`config.mk`:
```
export PLATFORM = sky130hd
export DESIGN_NAME = keypad_scan_ctrl_flat
export DESIGN_NICKNAME = d
export VERILOG_FILES = /design/src/rtl/keypad_scan_ctrl_if.sv /design/src/rtl/keypad_scan_ctrl.sv /design/src/flat_wrapper.sv
export SDC_FILE = /design/constraint.sdc
export NUM_CORES = 1
export LEC_CHECK = 0
export ABC_AREA = 1
export CAP_MARGIN = 20
export CORE_ASPECT_RATIO = 0.8
export CORE_MARGIN = 2
export CORE_UTILIZATION = 55
export DETAILED_ROUTE_END_ITERATION = 10
export PLACE_DENSITY = 0.86
export SYNTH_ARGS = -nofsm -noshare
export SYNTH_HDL_FRONTEND = slang
export SYNTH_SLANG_ARGS = --single-unit
```
`constraint.sdc`:
```
create_clock -name clk -period 2.2 [get_ports clk]
set_input_delay 0.44 -clock clk [delete_from_list [all_inputs] [get_ports clk]]
set_output_delay 0.44 -clock clk [all_outputs]
set_load 0.05 [all_outputs]
```
`src/rtl/keypad_scan_ctrl_if.sv`:
```
// Signal bundle between the keypad pins / AHB keyboard interface and the scan sequencer.
// The master side drives columns and clear; the slave (scanner) drives rows and results.
interface keypad_scan_ctrl_if;
  logic [3:0]  col;
  logic [3:0]  row;
  logic        key_clear;
  logic [15:0] key_data;
  logic [3:0]  key_interrupt;
  logic        frame_done;

  modport master (
    output col,
    output key_clear,
    input  row,
    input  key_data,
    input  key_interrupt,
    input  frame_done
  );

  modport slave (
    input  col,
    input  key_clear,
    output row,
    output key_data,
    output key_interrupt,
    output frame_done
  );
endinterface

```
`src/rtl/keypad_scan_ctrl.sv`:
```
// 4x4 keypad scanner: one-cold row drive, synchronized column sampling, frame-level
// debounce, stable key bitmap and sticky per-row press interrupts.
module keypad_scan_ctrl #(
  parameter int SCAN_DIV = 50000,
  parameter int DEBOUNCE = 4
) (
  input  logic               clk,
  input  logic               rstn,
  keypad_scan_ctrl_if.slave  kif
);

  localparam int              CNT_W   = (SCAN_DIV > 1) ? $clog2(SCAN_DIV) : 1;
  localparam logic [CNT_W-1:0] CNT_MAX = CNT_W'(SCAN_DIV - 1);
  localparam logic [3:0]      DEB     = 4'(DEBOUNCE);

  logic [3:0]       col_meta;
  logic [3:0]       col_sync;
  logic [CNT_W-1:0] cnt;
  logic [1:0]       r;
  logic [15:0]      raw;
  logic [15:0]      last_raw;
  logic [15:0]      key_data_reg;
  logic [3:0]       stable;
  logic [3:0]       irq_reg;
  logic             frame_done_reg;

  logic             sample;
  logic             frame_end;
  logic [15:0]      raw_done;
  logic [15:0]      press;
  logic [3:0]       press_row;
  logic [3:0]       stable_next;
  logic             commit;
  logic [3:0]       irq_set;
  logic [3:0]       irq_next;

  assign sample    = (cnt == CNT_MAX);
  assign frame_end = sample && (r == 2'd3);
  // The row 3 nibble is still being sampled on the frame-end edge, so splice it in.
  assign raw_done  = {~col_sync, raw[11:0]};
  assign press     = raw_done & ~key_data_reg;

  generate
    for (genvar gi = 0; gi < 4; gi++) begin : g_press_row
      assign press_row[gi] = |press[4*gi +: 4];
    end
  endgenerate

  always_comb begin
    stable_next = 4'd1;
    if (raw_done == last_raw) begin
      stable_next = (stable >= DEB) ? DEB : stable + 4'd1;
    end
    commit   = (stable_next >= DEB);
    irq_set  = (frame_end && commit) ? press_row : 4'b0000;
    // A set arriving on the same edge as a clear takes priority for that bit.
    irq_next = (kif.key_clear ? 4'b0000 : irq_reg) | irq_set;
  end

  always_ff @(posedge clk or negedge rstn) begin
    if (!rstn) begin
      col_meta <= 4'b1111;
      col_sync <= 4'b1111;
    end else begin
      col_meta <= kif.col;
      col_sync <= col_meta;
    end
  end

  always_ff @(posedge clk or negedge rstn) begin
    if (!rstn) begin
      cnt <= '0;
      r   <= 2'd0;
      raw <= '0;
    end else begin
      if (sample) begin
        cnt            <= '0;
        r              <= r + 2'd1;
        raw[4*r +: 4]  <= ~col_sync;
      end else begin
        cnt <= cnt + CNT_W'(1);
      end
    end
  end

  always_ff @(posedge clk or negedge rstn) begin
    if (!rstn) begin
      last_raw       <= '0;
      stable         <= '0;
      key_data_reg   <= '0;
      irq_reg        <= '0;
      frame_done_reg <= 1'b0;
    end else begin
      frame_done_reg <= frame_end;
      irq_reg        <= irq_next;
      if (frame_end) begin
        stable   <= stable_next;
        last_raw <= raw_done;
        if (commit) begin
          key_data_reg <= raw_done;
        end
      end
    end
  end

  assign kif.row           = ~(4'b0001 << r);
  assign kif.key_data      = key_data_reg;
  assign kif.key_interrupt = irq_reg;
  assign kif.frame_done    = frame_done_reg;

endmodule

```
`src/flat_wrapper.sv`:
```
// flat-port wrapper written by rule: the top's interface ports become plain ports
module keypad_scan_ctrl_flat 
#(
  parameter int SCAN_DIV = 50000,
  parameter int DEBOUNCE = 4
)
  (clk, rstn, kif_col, kif_key_clear, kif_row, kif_key_data, kif_key_interrupt, kif_frame_done);
  keypad_scan_ctrl_if kif_i ();
  input  logic clk;
  input  logic rstn;
  input wire logic [$bits(kif_i.col)-1:0] kif_col;
  input wire logic [$bits(kif_i.key_clear)-1:0] kif_key_clear;
  output wire logic [$bits(kif_i.row)-1:0] kif_row;
  output wire logic [$bits(kif_i.key_data)-1:0] kif_key_data;
  output wire logic [$bits(kif_i.key_interrupt)-1:0] kif_key_interrupt;
  output wire logic [$bits(kif_i.frame_done)-1:0] kif_frame_done;
  assign kif_i.col = kif_col;
  assign kif_i.key_clear = kif_key_clear;
  assign kif_row = kif_i.row;
  assign kif_key_data = kif_i.key_data;
  assign kif_key_interrupt = kif_i.key_interrupt;
  assign kif_frame_done = kif_i.frame_done;
  keypad_scan_ctrl #(.SCAN_DIV(SCAN_DIV), .DEBOUNCE(DEBOUNCE)) u_core (.clk(clk), .rstn(rstn), .kif(kif_i));
endmodule
```
# Word level (Yosys, flattened, before mapping)
# Index checks and enable logic that the tools add are counted.
dict set report word_totals {
  out_inout_bits 25
  reg_bits 83
  wordCells 40
}
dict set report classes {
  magnitude_cmp 2
  shift 3
  n_eq_ne 3
  n_addsub 4
  reduce_logical 7
  n_bitwise 5
  mux 6
}
# op count
set op_table {}
lappend op_table {{negator 4 -> 34 bit} 1}
lappend op_table {{variable shift 4 x 34 -> 16 bit, first input constant} 1}
lappend op_table {{variable part select 4 x 34 -> 16 bit} 1}
lappend op_table {{adder 16 x 1 -> 16 bit, second input constant} 1}
lappend op_table {{AND 16 bit} 1}
lappend op_table {{bitwise mux 16 bit} 1}
lappend op_table {{== test 16 bit} 1}
lappend op_table {{== test 16 bit, second input constant} 1}
lappend op_table {{two-way mux 16 bit} 1}
lappend op_table {{two-way mux 4 bit} 4}
lappend op_table {{inverter 16 bit} 1}
lappend op_table {{OR reduction 4 bit} 4}
lappend op_table {{greater-or-equal comparator 4 x 3 -> 1 bit, second input constant} 2}
lappend op_table {{inverter 4 bit} 2}
lappend op_table {{adder 4 x 1 -> 4 bit, second input constant} 1}
lappend op_table {{bitwise OR 4 bit} 1}
lappend op_table {{left shift 1 x 2 -> 4 bit, first input constant} 1}
lappend op_table {{adder 2 x 1 -> 2 bit, second input constant} 1}
lappend op_table {{== test 2 bit, second input constant} 1}
lappend op_table {{logical AND 1 bit} 2}
lappend op_table {{AND reduction 2 bit} 1}

# Longest topological paths before layout
# Gate-level depths: netlist of run 1.
dict set report depth {
  ltp_word 7
  ltp_mapped 12
}

# Worst setup path after synthesis of run 1
# Ideal clock, no wire load.
dict set report synth_path {
  path_kind {register -> register}
  start {reg u_core.cnt[0]}
  end {reg u_core.key_data_reg[10] (netlist: u_core.kif.key_data[10])}
  path_stages_with_launch 11
  setup_time_ns 0.113
  arrival_time_ns 1.503
  slack_ns 0.584
  period_less_slack_ns 1.616
  t_required_ns 2.087
  cell_sequence {dfrtp_1 -> ha_1 -> nand3_2 -> nor2_2 -> nand3_2 -> buf_6 -> nor2_8 -> buf_4 -> nand4_1 -> nand2_1 -> inv_1}
}
dict set report synth_between {
  elab_chain_len 3
}
# element line_no
set synth_rtl {}
lappend synth_rtl {{start: declaration} keypad_scan_ctrl.sv:18} ;# logic [CNT_W-1:0] cnt;
lappend synth_rtl {{start signal: assignment} keypad_scan_ctrl.sv:81} ;# cnt <= cnt + CNT_W'(1);
lappend synth_rtl {{== test 16 bit} keypad_scan_ctrl.sv:37} ;# assign sample = (cnt == CNT_MAX);
lappend synth_rtl {{logical AND 1 bit} keypad_scan_ctrl.sv:38} ;# assign frame_end = sample && (r == 2'd3);
lappend synth_rtl {{AND reduction 2 bit (no line)} n/a}
lappend synth_rtl {{end signal: assignment} keypad_scan_ctrl.sv:100} ;# key_data_reg <= raw_done;
lappend synth_rtl {{end: declaration} keypad_scan_ctrl.sv:22} ;# logic [15:0] key_data_reg;
# Every way passes these cells.
# A chain may end at the register's enable or synchronous reset.

# Final worst setup path of run 1
dict set report layout_path {
  start {reg u_core.key_data_reg[10] (netlist: u_core.kif.key_data[10])}
  end {out kif_key_data[10]}
}
# element line_no
set layout_rtl {}
lappend layout_rtl {{end: declaration} flat_wrapper.sv:14} ;# output wire logic [$bits(kif_i.key_data)-1:0] kif_key_data;
# No word-level cell between the ends.

==> results.json, run 1 <==
{
  "fin_crit_ps": 2020,
  "crit_chain": "clkdlybuf4s50_1",
  "finalCritPeriodShare": 0.919,
  "synth_top_area_share": 0.467,
  "hold_end": "u_core.col_sync[2]",
  "regArea_um2": 1990,
  "rrSetupSlack_ps": 240,
  "grt_pass1_wl_um": 14100,
  "slowest_delay_ps": 820,
  "nets": 520,
  "track_usage": 0.232,
  "slowest_stage": "clkdlybuf4s50_1",
  "ys_seq_elements": 79,
  "power.density_nw_per_um2": 633,
  "relSlewSlack": 0.615,
  "die_x_um": 97.0,
  "cp_top_family": "buffers and inverters",
  "rsz0062_at_grt": "false",
  "synthCells": 468,
  "tightest_slew_ps": 573,
  "netlist_area_um2": 3800,
  "area_growth_pct": 17.0,
  "setup_tns_ps": 0,
  "critPathRequiredTime_ps": 1760,
  "min_from": "u_core.col_meta[2]",
  "max_freq_ghz": 0.494,
  "grt_max_degree": 66,
  "yosysWarnings": 0,
  "routed_wl_um": 8050,
  "max_cap_violations": 0,
  "critPathLaunchType": "flip-flop",
  "hold_viol_final": 0,
  "seqPwrFrac": 0.523,
  "clk_pin_slew_ps": 80,
  "whs_ps": 357,
  "ir_drop_mv": 0.444,
  "cp-end-kind": "output port",
  "status": "complete, no violations",
  "r2r-start": "u_core.cnt[0]",
  "switching_share": 0.205,
  "synth_area_leader_cell": "dfrtp_1",
  "core_um2": 6790,
  "overflow": 0,
  "cts_root_buffer": "clkbuf_8",
  "io_pins": 32,
  "critPathMaxFanout": 3,
  "setup_viol": 0,
  "internal_power_mw": 2.24,
  "ys_top_cells_by_area": "dfrtp_1 (47%), nand2_1 (13%), inv_1 (8.6%)",
  "first_pass_iters": 7,
  "drive_above_1_share": 0.0900,
  "comb_power_share": 0.026,
  "crit_type": "flip-flop to output port",
  "rows": 27,
  "holdPathStages": 0,
  "min_path_type": "flip-flop to flip-flop",
  "fin_worst_skew_ps": 10.8,
  "final-max-slew-violation-count": 0,
  "dr_total_vias": 3130,
  "htreeDepth": 3,
  "leakage_nw": 2.29,
  "crit_buf_inv": 1,
  "worst-r2r-cell-count": 8,
  "multi_input_area_um2": 1410,
  "via_per_inst": 5.23,
  "drt_first_iter_violations": 252,
  "drc": 0,
  "port_buffers": 31,
  "wl_per_cell_um": 13.5,
  "fillCellCount": 525,
  "ant_nets": 0,
  "pwr-share-clk": 0.452,
  "dp_hpwl_um": 5690,
  "ctsResizeCount": 0,
  "place_congestion": 0.855,
  "cts_made_buffers": 9,
  "p_switching_mw": 0.579,
  "syn_nets": 482,
  "antenna_found_initial": 0,
  "yosysUniqueCellTypes": 30,
  "worstPathArrival_ps": 1580,
  "yosysSeqAreaShare": 0.522,
  "worstReg2RegEnd": "u_core.raw[4]",
  "clock_latency_ps": 350,
  "syn_avg_cell_area_um2": 8.13,
  "start_util": 0.560,
  "n_antenna_cell": 0,
  "clock_path_buffers": 2,
  "die_y_um": 78.4,
  "cts_sinks": 79,
  "dieArea_um2": 7600,
  "grt_pass1_vias": 3028,
  "cts_tree": "built"
}
==> metrics by stage <==
| stage | total power, mW | worst slack (ps) | utilization | area [um2] | cells |
|---|---|---|---|---|---|
| after floorplan | 1.52 | 584 | - | 3800 | 468 |
| after global placement | 1.57 | 382 | 0.619 | 4200 | 581 |
| after detailed placement | 1.57 | 269 | 0.619 | 4200 | 581 |
| after CTS | 2.84 | 164 | 0.655 | 4450 | 598 |
| after global routing | 2.91 | 37.9 | 0.655 | 4450 | 598 |
| final | 2.82 | 177 | 0.655 | 4450 | 598 |
==> layer usage <==
metal  GRT usage  vias to the layer above  wire length [um]
li1            -                     1524                 -
met1       0.305                     1481              3640
met2       0.379                      114              3850
met3      0.0686                       11               476
met4      0.0648                        0                84
met5           0                        -                 0
==> worst max-delay path by stage <==
stage	endpoint	depth (start not counted)	start	slack (ps)
after floorplan	u_core.kif.key_data[10]	10	u_core.cnt[0]	580
after global placement	u_core.raw[7]	8	u_core.cnt[0]	380
after detailed placement	u_core.raw[7]	8	u_core.cnt[0]	270
after CTS	kif_key_data[10]	1	u_core.kif.key_data[10]	160
after global routing	u_core.kif.key_data[9]	9	u_core.cnt[1]	40
final	kif_key_data[10]	1	u_core.kif.key_data[10]	180
==> final cells by class <==
type / instances / share of cell area
inverter: 91 / 0.0768
multi-input combinational: 289 / 0.317
timing repair buffer: 36 / 0.0816
sequential: 79 / 0.447
clock inverter: 6 / 0.0245
clock buffer: 10 / 0.0287
tap: 87 / 0.0245
==> layout by cell type, fill, tap and decap left out, drive strengths merged <==
| cell type | count |
|---|---|
| nor2 | 42 |
| dlygate4sd3 | 1 |
| o211ai | 1 |
| ha | 7 |
| buf | 9 |
| dfrtp | 71 |
| o21ai | 32 |
| nor3 | 4 |
| a31oi | 1 |
| nand2 | 137 |
| bufinv | 3 |
| o22ai | 6 |
| nand3 | 8 |
| a21oi | 25 |
| inv | 88 |
| a22oi | 1 |
| clkdlybuf4s50 | 26 |
| xor2 | 6 |
| nand4 | 18 |
| nor3b | 1 |
| clkinv | 6 |
| clkbuf | 10 |
| dfstp | 8 |
==> what timing repair did <==
item                                   CTS  global route
setup buffers                            0             0
hold buffers                             1             0
endpoints found under the hold margin   14             0
==> power groups by stage <==
stage	clock network [mW]	logic [mW]	registers (mW)
2_1_floorplan	0	0.0209	1.50
3_3_place_gp	0	0.0703	1.50
3_5_place_dp	0	0.0719	1.50
4_1_cts	1.30	0.0743	1.47
5_1_grt	1.35	0.0836	1.47
6_report	1.27	0.0718	1.47
==> logic make-up (layout without fill, tap and decap cells) <==
kind of cell | count (synthesis) | count (layout) | share of synthesized area
XOR/XNOR | 6 | 6 | 0.0138
flip-flops | 79 | 79 | 0.522
AND/OR/NAND/NOR | 210 | 210 | 0.240
adder cells (fa/ha/maj) | 7 | 7 | 0.0230
AO/OA/AOI/OAI | 66 | 66 | 0.0944
buffers and inverters | 100 | 143 | 0.106
==> cells in the mapped netlist (all sizes together) <==
master	number
a21oi	25
a22oi	1
a31oi	1
buf	6
clkbuf	3
clkinv	3
dfrtp	71
dfstp	8
ha	7
inv	88
nand2	137
nand3	8
nand4	18
nor2	42
nor3	4
nor3b	1
o211ai	1
o21ai	32
o22ai	6
xor2	6
No activity file was read; power rests on OpenSTA's default activity.
==> inputs of run 2 (changes only) <==
- ABC_AREA: 1 -> not set
- GPL_TIMING_DRIVEN: not set -> 0
- PLACE_DENSITY: 0.86 -> 0.87
==> results.json, run 2 <==
{
  "critPathLaunchType": "flip-flop",
  "yosys_most_used_dff": "dfrtp_1",
  "syn_avg_cell_area_um2": 11.6,
  "port_buffers": 31,
  "critPathMaxFanout": 5,
  "yosysSeqAreaShare": 0.578,
  "status": "complete, no violations",
  "rrSetupSlack_ps": 120,
  "die_x_um": 92.4,
  "max_cap_violations": 0,
  "syn_nets": 310,
  "via_per_inst": 5.47,
  "drive_above_1_share": 0.166,
  "antenna_found_initial": 0,
  "dp_cells": 409,
  "grt_pass1_vias": 2372,
  "synthTopCellsByCount": "dfrtp_1 (71), nand2_1 (37), inv_1 (29)",
  "ant_nets": 0,
  "final_cells": 425,
  "drc": 0,
  "final-max-slew-violation-count": 0,
  "async_flop_share": 1.00,
  "worstReg2RegEnd": "u_core.kif.key_data[7]",
  "max_freq_ghz": 0.472,
  "yosysWarnings": 0,
  "setup_tns_ps": 0,
  "tightest_slew_ps": 539,
  "core_um2": 5970,
  "io_pins": 32,
  "grt_pass1_wl_um": 11500,
  "worstPathArrival_ps": 1680,
  "synth_top_area_share": 0.517,
  "first_pass_iters": 4,
  "layout_common_cells": "dfrtp_1 (71), nand2_1 (36), inv_1 (29)",
  "routed_wl_um": 6790,
  "clock_latency_ps": 340,
  "dp_hpwl_um": 4750,
  "area_growth_pct": 19.0,
  "setup_viol": 0,
  "ys_top_cells_by_area": "dfrtp_1 (52%), dfstp_2 (6.1%), xnor2_1 (4.8%)",
  "place_congestion": 0.824,
  "clk_pin_slew_ps": 80,
  "synth_area_leader_cell": "dfrtp_1",
  "critPathRequiredTime_ps": 1760,
  "wl_per_cell_um": 16.0,
  "hold_viol_final": 0,
  "worst-r2r-cell-count": 6,
  "min_path_type": "input pin to asynchronous set/reset pin",
  "synth_edf_count": 0,
  "htreeDepth": 3,
  "fin_worst_skew_ps": 6.61,
  "leakage_nw": 1.87,
  "track_usage": 0.220,
  "start_util": 0.575,
  "cts_tree": "built",
  "ys_seq_elements": 79,
  "rsz0062_at_grt": "false",
  "relSlewSlack": 0.638,
  "yosysMostFrequentCell": "dfrtp_1",
  "layout_commonest_cell": "dfrtp_1",
  "finalCritPeriodShare": 0.963,
  "synthCells": 296,
  "clock_path_buffers": 2,
  "yosysUniqueCellTypes": 34,
  "cts_root_buffer": "clkbuf_8",
  "fillCellCount": 424,
  "grt_max_degree": 47,
  "drt_first_iter_violations": 240,
  "r2r-start": "u_core.col_sync[3]",
  "dieArea_um2": 6900,
  "cts_sinks": 79,
  "whs_ps": 36.7,
  "nets": 353,
  "die_y_um": 74.7,
  "overflow": 0,
  "fin_total_pwr_mw": 2.59,
  "cts-hold-fix-buffers": 0,
  "rows": 25,
  "fin_crit_ps": 2120,
  "netlist_area_um2": 3440,
  "cp-end-kind": "output port",
  "power.density_nw_per_um2": 633,
  "crit_type": "flip-flop to output port",
  "n_antenna_cell": 0,
  "dr_total_vias": 2326,
  "ir_drop_mv": 0.523,
  "cts_made_buffers": 9
}
==> run 2: cell count changes after synthesis, sizes merged, moves of 18 or more <==
cell	before	now
nor2	42	11
a21oi	25	1
inv	88	29
mux2	0	18
xnor2	0	19
o21ai	32	14
nand2	137	37
==> run 2: repair_timing <==
item / in CTS / in global routing
gates resized for setup: 8 / 9
buffers inserted: 0 / 1
setup endpoints to repair: 7 / 27
gates cloned: 0 / 0
==> run 2: stage by stage <==
step	instance area [um2]	setup slack [ps]	util
3_3_place_gp	3850	-1920	0.644
2_1_floorplan	3440	246	-
5_1_grt	4090	0.347	0.685
3_5_place_dp	3870	8.38	0.647
6_report	4090	81.0	0.685
4_1_cts	4070	-0.101	0.681
==> run 2: per-layer routing <==
| metal | vias to the layer above | wire [um] | GRT usage |
|---|---|---|---|
| met1 | 1140 | 3170 | 0.304 |
| li1 | 1099 | - | - |
| met5 | - | 0 | 0 |
| met4 | 0 | 87 | 0.0813 |
| met3 | 8 | 405 | 0.0641 |
| met2 | 79 | 3130 | 0.340 |
==> run 2: worst max path at each step <==
stage	startpoint	to	slack, ps	depth (start not counted)
4_1_cts	u_core.cnt[0]	u_core.last_raw[7]	-0.1	7
6_report	u_core.r[0]	kif_row[3]	80	3
3_3_place_gp	rstn	u_core.cnt[15]	-1920	1
5_1_grt	u_core.cnt[0]	u_core.kif.key_data[7]	0.3	6
3_5_place_dp	u_core.cnt[0]	u_core.last_raw[7]	8	7
2_1_floorplan	u_core.cnt[0]	u_core.last_raw[10]	250	7
==> run 2: layout make-up <==
type                            instances  area, um2  share of cell area
Clock buffer                           11        141              0.0346
Timing Repair Buffer                   33        328              0.0801
Inverter                               29        109              0.0266
Sequential cell                        79       1990               0.486
Tap cell                               81        101              0.0248
Clock inverter                          5       57.6              0.0141
Buffer                                  6       43.8              0.0107
Multi-Input combinational cell        181       1320               0.324
==> run 2: worst max-delay path: stages, from the launching register on <==
cell	delay, ps
dfrtp_1	430
ha_1	290
inv_1	100
dlygate4sd2_1	530
==> run 2: power breakdown <==
part	internal [mW]	leakage (nW)	switching (mW)	total, mW
sequential	1.46	1.06	0.0112	1.48
clock	0.553	0.0916	0.505	1.06
combinational	0.0195	0.718	0.0373	0.0568
==> run 2: kinds of logic (layout without fill, tap and decap cells) <==
| family | after synthesis | in the layout | share of synthesized area |
|---|---|---|---|
| adders and majority gates | 7 | 7 | 0.0255 |
| AOI/OAI and AO/OA | 40 | 40 | 0.0746 |
| buffers and inverters | 36 | 84 | 0.0444 |
| muxes | 22 | 22 | 0.0826 |
| DFF | 79 | 79 | 0.578 |
| and+or+nand+nor | 82 | 82 | 0.118 |
| xor gates and xnor gates | 30 | 30 | 0.0764 |
==> inputs of run 3 (changes only) <==
- ABC_CLOCK_PERIOD_IN_PS: not set -> 2200
- SLEW_MARGIN: not set -> 20
==> results of run 3 <==
The final DEF is identical to that of run 2; final timing and power are the same.
